--- src/rtl/mp3_mem_arbiter.sv ---
// mp3_mem_arbiter: shares one single-ported memory between the I-fetch side
// (read-only) and the D side (read/write). Round-robin on conflict; a grant
// is held until mem_resp and is never revoked early.
module mp3_mem_arbiter #(
  parameter int ADDR_WIDTH = 16,
  parameter int DATA_WIDTH = 16,
  parameter int MASK_WIDTH = 2
) (
  input  logic                  clk,
  input  logic                  rst,
  input  logic                  i_read,
  input  logic [ADDR_WIDTH-1:0] i_address,
  output logic [DATA_WIDTH-1:0] i_rdata,
  output logic                  i_resp,
  input  logic                  d_read,
  input  logic                  d_write,
  input  logic [MASK_WIDTH-1:0] d_wmask,
  input  logic [ADDR_WIDTH-1:0] d_address,
  input  logic [DATA_WIDTH-1:0] d_wdata,
  output logic [DATA_WIDTH-1:0] d_rdata,
  output logic                  d_resp,
  output logic                  mem_read,
  output logic                  mem_write,
  output logic [MASK_WIDTH-1:0] mem_wmask,
  output logic [ADDR_WIDTH-1:0] mem_address,
  output logic [DATA_WIDTH-1:0] mem_wdata,
  input  logic                  mem_resp,
  input  logic [DATA_WIDTH-1:0] mem_rdata
);

  localparam logic [1:0] IDLE    = 2'd0;
  localparam logic [1:0] SERVE_I = 2'd1;
  localparam logic [1:0] SERVE_D = 2'd2;

  localparam logic GRANT_I = 1'b0;
  localparam logic GRANT_D = 1'b1;

  logic [1:0] state, state_next;
  logic       last_grant, last_grant_next;
  logic       i_req, d_req;

  assign i_req = i_read;
  assign d_req = d_read | d_write;

  // Read data is broadcast; only the resp pulse qualifies it.
  assign i_rdata = mem_rdata;
  assign d_rdata = mem_rdata;

  // Next-state and round-robin bookkeeping.
  always_comb begin
    state_next      = state;
    last_grant_next = last_grant;
    case (state)
      IDLE: begin
        if (i_req && d_req)
          state_next = (last_grant == GRANT_D) ? SERVE_I : SERVE_D;
        else if (i_req)
          state_next = SERVE_I;
        else if (d_req)
          state_next = SERVE_D;
      end
      SERVE_I: begin
        if (mem_resp) begin
          last_grant_next = GRANT_I;
          state_next      = d_req ? SERVE_D : IDLE;
        end
      end
      SERVE_D: begin
        if (mem_resp) begin
          last_grant_next = GRANT_D;
          state_next      = i_req ? SERVE_I : IDLE;
        end
      end
      default: state_next = IDLE;
    endcase
  end

  // State register with synchronous reset.
  always_ff @(posedge clk) begin
    if (rst) begin
      state      <= IDLE;
      last_grant <= GRANT_D;
    end else begin
      state      <= state_next;
      last_grant <= last_grant_next;
    end
  end

  // Steer the granted side onto the memory port; everything is quiet in
  // IDLE and while reset is asserted, even before the state register clears.
  always_comb begin
    mem_read    = 1'b0;
    mem_write   = 1'b0;
    mem_address = '0;
    mem_wdata   = '0;
    mem_wmask   = '0;
    i_resp      = 1'b0;
    d_resp      = 1'b0;
    if (!rst) begin
      case (state)
        SERVE_I: begin
          mem_read    = i_read;
          mem_address = i_address;
          i_resp      = mem_resp;
        end
        SERVE_D: begin
          mem_read    = d_read;
          mem_write   = d_write;
          mem_address = d_address;
          mem_wdata   = d_wdata;
          mem_wmask   = d_wmask;
          d_resp      = mem_resp;
        end
        default: ;
      endcase
    end
  end

endmodule
--- config.mk ---
export PLATFORM = sky130hd
export DESIGN_NAME = mp3_mem_arbiter
export DESIGN_NICKNAME = d
export VERILOG_FILES = /design/src/rtl/mp3_mem_arbiter.sv
export SDC_FILE = /design/constraint.sdc
export NUM_CORES = 1
export LEC_CHECK = 0
export CORE_MARGIN = 2
export CORE_UTILIZATION = 22
export CTS_CLUSTER_SIZE = 25
export DETAILED_ROUTE_END_ITERATION = 10
export PLACE_DENSITY = 0.82
export SETUP_SLACK_MARGIN = 0.3
export SLEW_MARGIN = 30
export SYNTH_ARGS = -nofsm -noshare
export SYNTH_HDL_FRONTEND = slang
export SYNTH_SLANG_ARGS = --single-unit
--- constraint.sdc ---
create_clock -name clk -period 2.2 [get_ports clk]
set_clock_uncertainty 0.1 [all_clocks]
set_input_delay 0.44 -clock clk [delete_from_list [all_inputs] [get_ports clk]]
set_output_delay 0.44 -clock clk [all_outputs]
set_load 0.02 [all_outputs]
==> flow_metrics.env <==
export IMPL_power_density_mw_per_mm2=518
export IMPL_synth_edf_count=0
export IMPL_drc=0
export IMPL_critPathLaunchType="flop"
export IMPL_yosysSeqAreaShare_pct=7.07
export IMPL_hold_violations=0
export IMPL_critical_path_slowest_cell="dfxtp_2"
export IMPL_outcome="complete, no violations"
export IMPL_p_int_w=0.000672
export IMPL_rsz0062_at_grt="true"
export IMPL_ys_async_sr_fraction_pct=0
export IMPL_n_antenna_cell=0
export IMPL_timing_final_crit_share_pct=88.4
export IMPL_fmax_mhz=514
export IMPL_synthTopCellsByArea="buf_4 (28%), a22oi_1 (15%), and2_1 (14%)"
export IMPL_drtIter0Drc=11
export IMPL_arrival_ns=1.41
export IMPL_syn_num_nets=198
export IMPL_endpoint_kind="primary output"
export IMPL_crit_type="reg -> out"
export IMPL_maxCapViolations=0
export IMPL_fin_crit_ns=1.95
export IMPL_first_global_vias=1141
export IMPL_grt_pass1_wl_mm=5.22
export IMPL_crit_chain="buf_4, ha_4, clkbuf_16, a22oi_2, nor2_4, buf_6"
export IMPL_slowest_delay_ns=0.32
export IMPL_grt_max_degree=16
export IMPL_place_hpwl_mm=2.37
export IMPL_dieHeight_um=66.1
export IMPL_drv_slew=0
export IMPL_die_area_mm2=0.00437
export IMPL_place_inst=238
export IMPL_vdd_ir_drop_max_mv=0.315
export IMPL_vias_per_cell=4.42
export IMPL_drt_pass1_iter_count=2
export IMPL_netlist_area_leader_share_pct=28.3
export IMPL_numCtsBuffers=3
export IMPL_htreeDepth=1
export IMPL_swShare_pct=40.3
export IMPL_finalSetupViolations=0
export IMPL_pwr_share_seq_pct=7.3
export IMPL_synth_area_per_cell_um2=6.96
export IMPL_synth_main_ff_cell="dfxtp_1"
export IMPL_cts_buffer_depth=2
export IMPL_clock_power_share_pct=14.8
export IMPL_ys_seq_elements=3
export IMPL_grt_total_usage_pct=15.4
export IMPL_synth_cell_types=25
export IMPL_clock_root_buffer="clkbuf_8"
export IMPL_maxSlewHeadroom_pct=73.3
export IMPL_synth_warnings=0
export IMPL_p_switching_w=0.000453
export IMPL_final_net_count=277
export IMPL_worstPathRequired_ns=1.66
export IMPL_die_x_um=66.1
export IMPL_syn2layout_area_growth_pct=156
export IMPL_row_count=22
export IMPL_clk_pin_slew_ns=0.04
export IMPL_wl_per_cell_um=14.0
export IMPL_worstPathMaxFanout=7
export IMPL_clk_latency_ns=0.22
export IMPL_cts_tree="yes"
export IMPL_leakage_nw=0.856
export IMPL_antenna_found_initial=0
export IMPL_hold_class="reg -> reg"
export IMPL_rrSetupSlack_ns=0.43
export IMPL_core_area_mm2=0.00369
export IMPL_ant_nets=0
export IMPL_drive_above_1_share_pct=62.0
export IMPL_netlist_area_um2=850
export IMPL_num_io_pins=142
export IMPL_overflow=0
export IMPL_clock_sinks=3
export IMPL_p_total_w=0.00113
export IMPL_yosys_area_top_type="buf_4"
export IMPL_io_buffers=93
export IMPL_gp_congestion=0.764
export IMPL_synthCells=122
export IMPL_instances_no_fill=248
export IMPL_initial_core_util_pct=23.0
export IMPL_worstMarginPinSlew_ns=0.395
export IMPL_hold_buffers=0
export IMPL_power_frac_comb_pct=77.9
export IMPL_vias=1097
export IMPL_routed_wl_mm=3.48
power by group through the flow:
stage	Sequential, W	Clock, W	Combinational [W]
after floorplan	0.0000730	0	0.000380
after global placement	0.0000719	0	0.000590
final	0.0000823	0.000167	0.000877
after CTS	0.0000815	0.000169	0.000810
after detailed placement	0.0000725	0	0.000597
after global routing	0.0000837	0.000175	0.000934
cell usage after synthesis, drive strengths merged, types with 3 or more instances:
library cell,instances
nand2b,3
clkbuf,4
dfxtp,3
nor2,19
a22oi,17
ha,4
inv,3
and2,20
buf,36
layer usage:
metal | track usage (%) | wire length (µm)
met1 | 16.1 | 1260
met5 | 0 | 0
met3 | 3.75 | 259
met2 | 28.9 | 1930
met4 | 6.12 | 37
worst max-delay path, delay by kind of cell (launching register included):
family	cells	cell delay, ns
buffers and inverters	3	0.43
flip-flops	1	0.32
AO/OA/AOI/OAI	1	0.19
adder cells (fa/ha/maj)	1	0.18
AND/OR/NAND/NOR	1	0.05
layout make-up:
class / instances / area (µm²)
flip-flops and latches: 3 / 65.1
inverters: 3 / 16.3
repair buffers: 114 / 1210
well taps: 48 / 60.1
clock buffers: 4 / 45.0
multi-input cells: 76 / 779
fillers: 326 / 1520
cell usage in the layout, fill, tap and decap left out, types with 2 or more instances in the layout:
cell type and n:
a22oi_2 16, and2_4 20, buf_12 2, buf_4 13, buf_6 41, clkbuf_8 3
clkdlybuf4s50_1 54, ha_4 3, inv_4 2, nand2b_1 2, nor2_1 3, nor2_2 3
nor2_4 13
cells by family after synthesis:
| kind of cell | share of synthesized area (%) |
|---|---|
| and+or+nand+nor | 29.6 |
| buffers and inverters | 34.9 |
| adders and majority gates | 5.89 |
| AOI/OAI and AO/OA | 22.5 |
| DFF | 7.07 |
flip-flops by register name, indices dropped and copies added (netlist names):
register,count
state,2
last_grant,1
final timing paths:
check / from / cells past startpoint / to
worst max register to register: state[0] / 6 / state[0]
worst min-delay path: last_grant / 1 / last_grant
worst max-delay path: state[0] / 6 / mem_address[15]
worst min register to register: last_grant / 1 / last_grant
per-stage QoR:
stage | hold WS, ns | setup slack, ns | util, % | cell area (µm²) | setup TNS [ns]
finish | 0.396 | 0.254 | 58.9 | 2170 | 0
global route | 0.424 | 0.208 | 58.9 | 2170 | 0
CTS | 0.397 | 0.242 | 55.5 | 2050 | 0
detailed placement | 0.385 | -0.348 | 46.6 | 1720 | -11.76
global placement | 0.382 | -0.324 | 46.6 | 1720 | -11.49
floorplan | 0.353 | 0.352 | - | 875 | 0
timing repair:
| action | CTS | global route |
|---|---|---|
| buffers inserted | 1 | 0 |
| endpoints found under the setup margin | 38 | 37 |
| resized for setup | 278 | 28 |
| cloned | 4 | 1 |
| pin swaps | 26 | 13 |
Power figures use the tool's default switching activity.
